$ cat src/rtl/mac_pkg.sv
// mac_pkg: shared definitions for the 4-bit multiply-accumulate block.
//   - default MAX_TERMS / ACC_W constants
//   - FSM state encoding (ACCUM, DRAIN, HOLD)
package mac_pkg;

    localparam int MAC_MAX_TERMS_DEF = 16;
    localparam int MAC_ACC_W_DEF     = 12;

    typedef enum logic [1:0] {
        ACCUM = 2'd0,   // accepting operand beats
        DRAIN = 2'd1,   // final term is in stage 1, being summed
        HOLD  = 2'd2    // result presented until the consumer takes it
    } state_t;

endpackage

$ cat src/rtl/wallace_4bit.sv
// wallace_4bit: combinational 4x4 unsigned multiplier.
//   a       : input  [3:0] multiplicand
//   b       : input  [3:0] multiplier
//   product : output [7:0] a*b
// Partial products are reduced by two carry-save rows and one final adder.
module wallace_4bit (
    input  logic [3:0] a,
    input  logic [3:0] b,
    output logic [7:0] product
);

    logic [7:0] pp [4];

    generate
        for (genvar gi = 0; gi < 4; gi++) begin : g_pp
            assign pp[gi] = {4'b0000, a & {4{b[gi]}}} << gi;
        end
    endgenerate

    logic [7:0] s1;
    logic [7:0] c1;
    logic [7:0] s2;
    logic [7:0] c2;

    // 3:2 compression of rows 0..2, then of the result with row 3.
    // The true product fits 8 bits, so dropping bits above 7 is safe.
    assign s1 = pp[0] ^ pp[1] ^ pp[2];
    assign c1 = ((pp[0] & pp[1]) | (pp[0] & pp[2]) | (pp[1] & pp[2])) << 1;
    assign s2 = s1 ^ c1 ^ pp[3];
    assign c2 = ((s1 & c1) | (s1 & pp[3]) | (c1 & pp[3])) << 1;

    assign product = s2 + c2;

endmodule

$ cat src/rtl/mac_accum_4bit.sv
// mac_accum_4bit: packetised sum of 4-bit unsigned products.
//   clk, rst            : clock, asynchronous active-high reset
//   in_valid / in_ready : operand beat handshake (a, b, in_last)
//   out_valid/out_ready : result handshake (acc_out, term_cnt)
//   acc_out             : sum of a*b over the packet
//   term_cnt            : number of terms summed
// Stage 1 registers the operands, stage 2 adds their product into the
// accumulator. A packet ends on in_last or when MAX_TERMS beats are taken.
module mac_accum_4bit
    import mac_pkg::*;
#(
    parameter int MAX_TERMS = MAC_MAX_TERMS_DEF,
    parameter int ACC_W     = MAC_ACC_W_DEF
) (
    input  logic                           clk,
    input  logic                           rst,
    input  logic                           in_valid,
    output logic                           in_ready,
    input  logic [3:0]                     a,
    input  logic [3:0]                     b,
    input  logic                           in_last,
    output logic                           out_valid,
    input  logic                           out_ready,
    output logic [ACC_W-1:0]               acc_out,
    output logic [$clog2(MAX_TERMS+1)-1:0] term_cnt
);

    localparam int CNT_W = $clog2(MAX_TERMS + 1);

    state_t           state_reg;
    state_t           state_next;
    logic [3:0]       a_reg;
    logic [3:0]       b_reg;
    logic             last_reg;
    logic             s1_valid_reg;
    logic [ACC_W-1:0] acc_reg;
    logic [CNT_W-1:0] cnt_reg;
    logic [7:0]       product;

    logic             accept;
    logic [CNT_W:0]   accepted_total;
    logic             forced_last;
    logic             pkt_end;

    assign in_ready = ~rst & (state_reg == ACCUM);
    assign accept   = in_valid & in_ready;

    // Beats taken so far including this one: summed terms plus the one
    // possibly still sitting in stage 1.
    assign accepted_total = {1'b0, cnt_reg}
                          + {{CNT_W{1'b0}}, s1_valid_reg}
                          + {{CNT_W{1'b0}}, 1'b1};
    assign forced_last    = (accepted_total == (CNT_W+1)'(MAX_TERMS));
    assign pkt_end        = accept & (in_last | forced_last);

    // The FSM decides end-of-packet at acceptance so in_ready drops on the
    // very next cycle; the registered last flag is kept only for visibility.
    logic unused_last;
    assign unused_last = last_reg;

    always_comb begin
        state_next = state_reg;
        case (state_reg)
            ACCUM:   if (pkt_end)   state_next = DRAIN;
            DRAIN:                  state_next = HOLD;
            HOLD:    if (out_ready) state_next = ACCUM;
            default:                state_next = ACCUM;
        endcase
    end

    always_ff @(posedge clk or posedge rst) begin
        if (rst) begin
            state_reg <= ACCUM;
        end else begin
            state_reg <= state_next;
        end
    end

    // Stage 1: operand capture, only on an accepted beat.
    always_ff @(posedge clk or posedge rst) begin
        if (rst) begin
            a_reg        <= '0;
            b_reg        <= '0;
            last_reg     <= 1'b0;
            s1_valid_reg <= 1'b0;
        end else begin
            s1_valid_reg <= accept;
            if (accept) begin
                a_reg    <= a;
                b_reg    <= b;
                last_reg <= in_last | forced_last;
            end
        end
    end

    wallace_4bit u_mult (
        .a       (a_reg),
        .b       (b_reg),
        .product (product)
    );

    // Stage 2: the first term of a packet loads, later terms add.
    // Idle stage-1 slots leave the accumulator untouched.
    always_ff @(posedge clk or posedge rst) begin
        if (rst) begin
            acc_reg <= '0;
            cnt_reg <= '0;
        end else if (s1_valid_reg) begin
            if (cnt_reg == '0) begin
                acc_reg <= {{(ACC_W-8){1'b0}}, product};
            end else begin
                acc_reg <= acc_reg + {{(ACC_W-8){1'b0}}, product};
            end
            cnt_reg <= cnt_reg + 1'b1;
        end else if ((state_reg == HOLD) && out_ready) begin
            acc_reg <= '0;
            cnt_reg <= '0;
        end
    end

    assign out_valid = (state_reg == HOLD);
    assign acc_out   = acc_reg;
    assign term_cnt  = cnt_reg;

endmodule

$ cat config.mk
export PLATFORM = sky130hd
export DESIGN_NAME = mac_accum_4bit
export DESIGN_NICKNAME = d
export VERILOG_FILES = /design/src/rtl/mac_pkg.sv /design/src/rtl/wallace_4bit.sv /design/src/rtl/mac_accum_4bit.sv
export SDC_FILE = /design/constraint.sdc
export NUM_CORES = 1
export LEC_CHECK = 0
export BUFFER_PORTS_ARGS = -buffer_cell sky130_fd_sc_hd__buf_2
export CELL_PAD_IN_SITES_DETAIL_PLACEMENT = 1
export CELL_PAD_IN_SITES_GLOBAL_PLACEMENT = 2
export CORE_ASPECT_RATIO = 1.75
export CORE_MARGIN = 2
export CORE_UTILIZATION = 37
export CTS_BUF_LIST = sky130_fd_sc_hd__clkbuf_8
export DETAILED_ROUTE_END_ITERATION = 10
export GPL_ROUTABILITY_DRIVEN = 0
export PLACE_DENSITY_LB_ADDON = 0.1
export REMOVE_ABC_BUFFERS = 1
export SKIP_CTS_REPAIR_TIMING = 1
export SYNTH_ARGS = -nofsm -noshare
export SYNTH_HDL_FRONTEND = slang
export SYNTH_SLANG_ARGS = --single-unit
$ cat constraint.sdc
create_clock -name clk -period 4.65 [get_ports clk]
set_clock_uncertainty 0.05 [all_clocks]
set_input_delay 0.465 -clock clk [delete_from_list [all_inputs] [get_ports clk]]
set_output_delay 0.465 -clock clk [all_outputs]
set_load 0.03 [all_outputs]
Word level (Yosys, flattened, before mapping)
Cells that the tools add are included.
Word-level totals
  register bits: 28
  input bits: 13
  output and inout port bits: 19
  logic and storage cells: 52
Operators by class
  add/sub/neg operators: 5
  eq/ne operators: 5
  muxes and demuxes: 8
  bitwise gates (word level): 23
  reduce and logical (&&, ||, !) cells: 5
Operators by type and width (count)
  12-bit 2-to-1 mux: 3
  7-bit AND: 3
  7-bit OR: 3
  4-bit AND: 4
  12-bit by 8-bit adder with 12-bit output: 1
  5-bit 2-to-1 mux: 2
  8-bit adder: 1
  8-bit by 7-bit XOR with 8-bit output: 1
  8-bit XOR: 1
  7-bit by 6-bit OR with 7-bit output: 1
  5-bit by 1-bit adder with 6-bit output: 1
  6-bit by 1-bit adder with 6-bit output, second input constant: 1
  4-bit by 6-bit AND with 6-bit output: 1
  5-bit by 6-bit AND with 6-bit output: 1
  6-bit by 5-bit == test with 1-bit output, second input constant: 1
  2-bit one-hot mux with 3 select lines: 1
  5-bit by 6-bit XOR with 6-bit output: 1
  5-bit by 1-bit adder with 5-bit output, second input constant: 1
  4-bit by 5-bit AND with 5-bit output: 1
  5-bit zero test: 1
  4-bit by 5-bit XOR with 5-bit output: 1
  2-bit 2-to-1 mux: 2
  1-bit AND: 3
  2-bit by 1-bit == test with 1-bit output, second input constant: 1
  9 further kinds: 9

Logic depth before layout (Yosys ltp)
  depth in word-level cells: 11
  depth in mapped cells: 14
  gate-level depth less buffers: 14

By module
A second synthesis with hierarchy kept.
Second synthesis, totals
  cell total of the unflattened synthesis: 216
  area, all modules: 2084.5 sq um
Modules (own cells, without submodules)
  mac_accum_4bit: times used 1, cells each 172, area an instance 1710.4 sq um, seq. area each 700.7 sq um
  wallace_4bit: times used 1, cells each 44, area an instance 374.1 sq um, seq. area each 0.0 sq um

Worst setup path after synthesis
Ideal clock, no wire load.
  kind: register to register
  start point: reg a_reg[3]
  end point: reg acc_reg[11] (netlist: acc_out[11])
  setup time: 0.069 ns
  arrival: 3.523 ns
  required time: 4.531 ns
  slack: 1.007 ns
  cell stages (with the launch flop): 14
  buffers on the path: 0
  period minus slack after synthesis: 3.643 ns
  path through: dfrtp_1 > nand2_1 > fa_1 > inv_1 > fa_1 > ha_1 > fa_1 > a21o_1 > a21o_1 > ha_1 > and4_1 > a2bb2oi_2 > or4_1 > nand3_1
On the way
  word-level cells in the longest chain between the ends: 11
  elaborated cells between the ends (all ways): 22
  classes of those cells: add/sub (2); mux (2); bitwise (18)
RTL lines
  start: declaration: RTL line mac_accum_4bit.sv:32  | logic [3:0] a_reg;
  start signal: assignment: RTL line mac_accum_4bit.sv:82  | a_reg <= '0;
  start signal: assignment: RTL line mac_accum_4bit.sv:89  | a_reg <= a;
  4-bit AND: RTL line wallace_4bit.sv:16  | assign pp[gi] = {4'b0000, a & {4{b[gi]}}} << gi;
  4-bit by 5-bit AND with 5-bit output or 4-bit by 6-bit AND with 6-bit output (tied branches): RTL line wallace_4bit.sv:28  | assign c1 = ((pp[0] & pp[1]) | (pp[0] & pp[2]) | (pp[1] & pp[2])) << 1;
  7-bit OR: RTL line wallace_4bit.sv:28
  7-bit by 6-bit OR with 7-bit output: RTL line wallace_4bit.sv:28
  7-bit AND: RTL line wallace_4bit.sv:30  | assign c2 = ((s1 & c1) | (s1 & pp[3]) | (c1 & pp[3])) << 1;
  7-bit OR (2 in a row): RTL line wallace_4bit.sv:30
  8-bit adder *: RTL line wallace_4bit.sv:32  | assign product = s2 + c2;
  12-bit by 8-bit adder with 12-bit output *: RTL line mac_accum_4bit.sv:112  | acc_reg <= acc_reg + {{(ACC_W-8){1'b0}}, product};
  12-bit 2-to-1 mux *: RTL line mac_accum_4bit.sv:109  | if (cnt_reg == '0) begin
  12-bit 2-to-1 mux *: RTL line mac_accum_4bit.sv:108  | end else if (s1_valid_reg) begin
  end signal: assignment: RTL line mac_accum_4bit.sv:110  | acc_reg <= {{(ACC_W-8){1'b0}}, product};
  end signal: assignment: RTL line mac_accum_4bit.sv:112
  end: declaration: RTL line mac_accum_4bit.sv:36  | logic [ACC_W-1:0] acc_reg;
Mark *: on every way between the ends. The rest lies on a longest branch, timed or not.
A chain may end at the register's enable or synchronous reset.

Final worst setup path
  start point: reg a_reg[2]
  end point: reg acc_reg[10] (netlist: acc_out[10])
Same word-level chain as after synthesis.

==> flow_summary.toml <==
[status]
status = "finished, final reports clean"

[critical_path]
cp_slowest_stage_delay_ns = 0.49
startpoint = "a_reg[2]$_DFFE_PP0P_"
rr_startpoint = "a_reg[2]$_DFFE_PP0P_"
cpMostUsedCell = "fa_1"
path_class = "register to register"
arrival_ns = 4.05
slowest_stage = "or4_1"
rr_endpoint = "acc_out[10]$_DFFE_PP0P_"
r2r_cells = 13
crit_chain = "and2_1 -> fa_1 -> fa_1 -> ha_1 -> fa_1 -> a21o_1 -> a21o_1 -> ha_1 -> a21oi_1 -> nand2_1 -> o21ai_1 -> or4_1 -> nand3_1"
cp-start-kind = "register"
r2r_slack_ns = 0.77
crit_path_max_fanout = 5
cp-end-kind = "register"
required_ns = 4.82

[routing]
dr.pass1.iters = 3
drt_wl_total_mm = 5.02
viasPerCell = 5.33
ant_nets = 0
dr_total_vias = 1648
first_iter_violations = 46
route.detailed.wl_per_inst_um = 16.2
drc = 0

[clock_tree]
cts.htree.levels = 1
cts_tree = "built"
numCtsBuffers = 3
worstSkewPairLatency_ns = 0.28
cts-root-buf = "clkbuf_8"
clk_pin_slew_ns = 0.10
cts.path.max_buffers = 2
cts.sinks = 28

[synthesis]
postSynth.asyncResetShare_pct = 100
synth_largest_area_cell = "dfrtp_1"
synth_area_leaders = "dfrtp_1 (34%), ha_1 (13%), fa_1 (6.8%)"
syn_avg_cell_area_um2 = 10.0
ys_ff_latch = 28
yosysWarnings = 0
synth.distinct_cells = 42
syn_area_um2 = 2050
ys.flop_type = "dfrtp_1"
netlist_instances = 204
yosys.area.top_type_share_pct = 34.2
ys_seq_area_share_pct = 34.2
synth_enable_flop_cells = 0

[global_route]
grt_usage_pct = 18.5
grt_pass1_vias = 1878
antenna_found_initial = 0
globalRouteOverflowTotal = 0
grt_pass1_wl_mm = 8.70
grt_max_degree = 29

[place]
place_ws_ns = 0.753
io_buffer_count = 31
hpwlAfterDp_mm = 4.03

[timing]
setup_tns_ns = 0
rsz0062_at_grt = "no"
hold_viol = 0
slew_violations = 0
tightestPinTransition_ns = 0.849
fmax_mhz = 258
slew_headroom_pct = 43.4
report.final.setup_viol = 0
fin_crit_sh_pct = 83.4
period_minus_slack_ns = 3.88
fin_ws_ns = 0.771

[cells_and_area]
multiInputGateArea_um2 = 1260
antenna_cells = 0
largest_reg_flops = 12
ff_latch_area_um2 = 701
areaGrowthSynthToFinish_pct = 13.6
final_common_cell = "buf_2"
fin_nets = 279
final_cell_mix = "buf_2 (31), dfrtp_1 (28), ha_1 (22), nand2_1 (19), inv_1 (15)"
fill_cells = 629
drive_gt1_share_pct = 21.7

[power_and_ir_drop]
total_power_mw = 1.51
p_leak_nw = 1.15
power_density_nw_per_um2 = 650
irDropWorstVdd_mv = 0.197

[floorplanning]
die_h_um = 102
die_area_um2 = 6170
ios = 32
coreArea_um2 = 5300
die_x_um = 60.2
rows = 35
start_util_pct = 38.7

[min_path]
hp-class = "primary input to asynchronous set/reset pin"

[flow_run]
cap_violations = 0
==> critical path: cells and delay by family, from the launching register on <==
kind | cells | cell delay (ns)
adders and majority gates | 5 | 1.89
and+or+nand+nor | 4 | 0.84
DFF | 1 | 0.44
AOI/OAI and AO/OA | 4 | 0.59
==> synthesized netlist by cell type (2+ instances only) <==
library cell   n
dfrtp_1       28
ha_1          22
nand2_1       19
inv_1         15
a21oi_1       12
and2_1        12
o21ai_0       12
mux2_2         9
fa_1           7
xor2_1         6
a21o_1         5
a32oi_1        4
nand2b_1       4
nand3_1        4
nor2_1         4
o211ai_1       4
xnor2_1        4
a31oi_1        3
buf_2          3
a211oi_1       2
mux2i_1        2
nor2b_1        2
or4_1          2
==> through the flow <==
step / instances / cell area [um^2] / utilization, % / hold slack, ns
floorplan: 199 / 2020 / - / 0.415
global placement: 306 / 2280 / 43.1 / 0.433
detailed placement: 306 / 2280 / 43.1 / 0.448
CTS: 309 / 2330 / 43.9 / 0.223
global route: 309 / 2330 / 43.9 / 0.239
finish: 309 / 2330 / 43.9 / 0.212
==> cell type report <==
cell class,count,area share (%)
multi-input cells,155,54.2
flip-flops and latches,28,30.1
repair buffers,33,7.32
well taps,74,3.98
inverters,16,2.58
clock buffers,3,1.78
==> worst max-delay path by stage <==
| stage | endpoint | slack [ns] | cells past startpoint |
|---|---|---|---|
| 2_1_floorplan | acc_out[11]$_DFFE_PP0P_ | 1.01 | 13 |
| 3_3_place_gp | acc_out[10]$_DFFE_PP0P_ | 0.86 | 13 |
| 3_5_place_dp | acc_out[11]$_DFFE_PP0P_ | 0.75 | 12 |
| 4_1_cts | acc_out[11]$_DFFE_PP0P_ | 0.74 | 12 |
| 5_1_grt | acc_out[10]$_DFFE_PP0P_ | 0.49 | 14 |
| 6_report | acc_out[10]$_DFFE_PP0P_ | 0.77 | 13 |
==> layer usage <==
metal | track usage [%] | wire [um] | vias to the layer above | part of all wire, %
met1 | 19.3 | 1860 | 831 | 37
met4 | 4.10 | 47 | 0 | 0.94
met2 | 37.5 | 2990 | 25 | 60
met3 | 1.77 | 115 | 4 | 2.3
li1 | - | - | 788 | -
met5 | 0 | 0 | - | 0
==> power breakdown <==
| part | leakage, nW | switching [mW] | total (mW) | internal (mW) |
|---|---|---|---|---|
| logic | 0.769 | 0.591 | 0.996 | 0.406 |
| clock network | 0.0216 | 0.0802 | 0.139 | 0.0584 |
| registers | 0.361 | 0.0747 | 0.378 | 0.303 |
| total | 1.15 | 0.745 | 1.51 | 0.767 |
==> kinds of logic (layout without fill, tap and decap cells) <==
| group | after synthesis | count (layout) | share of synthesized area (%) |
|---|---|---|---|
| fa+ha+maj | 29 | 29 | 20.3 |
| compound gates | 51 | 51 | 16.9 |
| xor+xnor | 10 | 10 | 4.28 |
| flops | 28 | 28 | 34.2 |
| buf+inv | 21 | 52 | 4.21 |
| simple gates | 54 | 54 | 14.2 |
| mux | 11 | 11 | 5.93 |
Power figures use the tool's default switching activity.
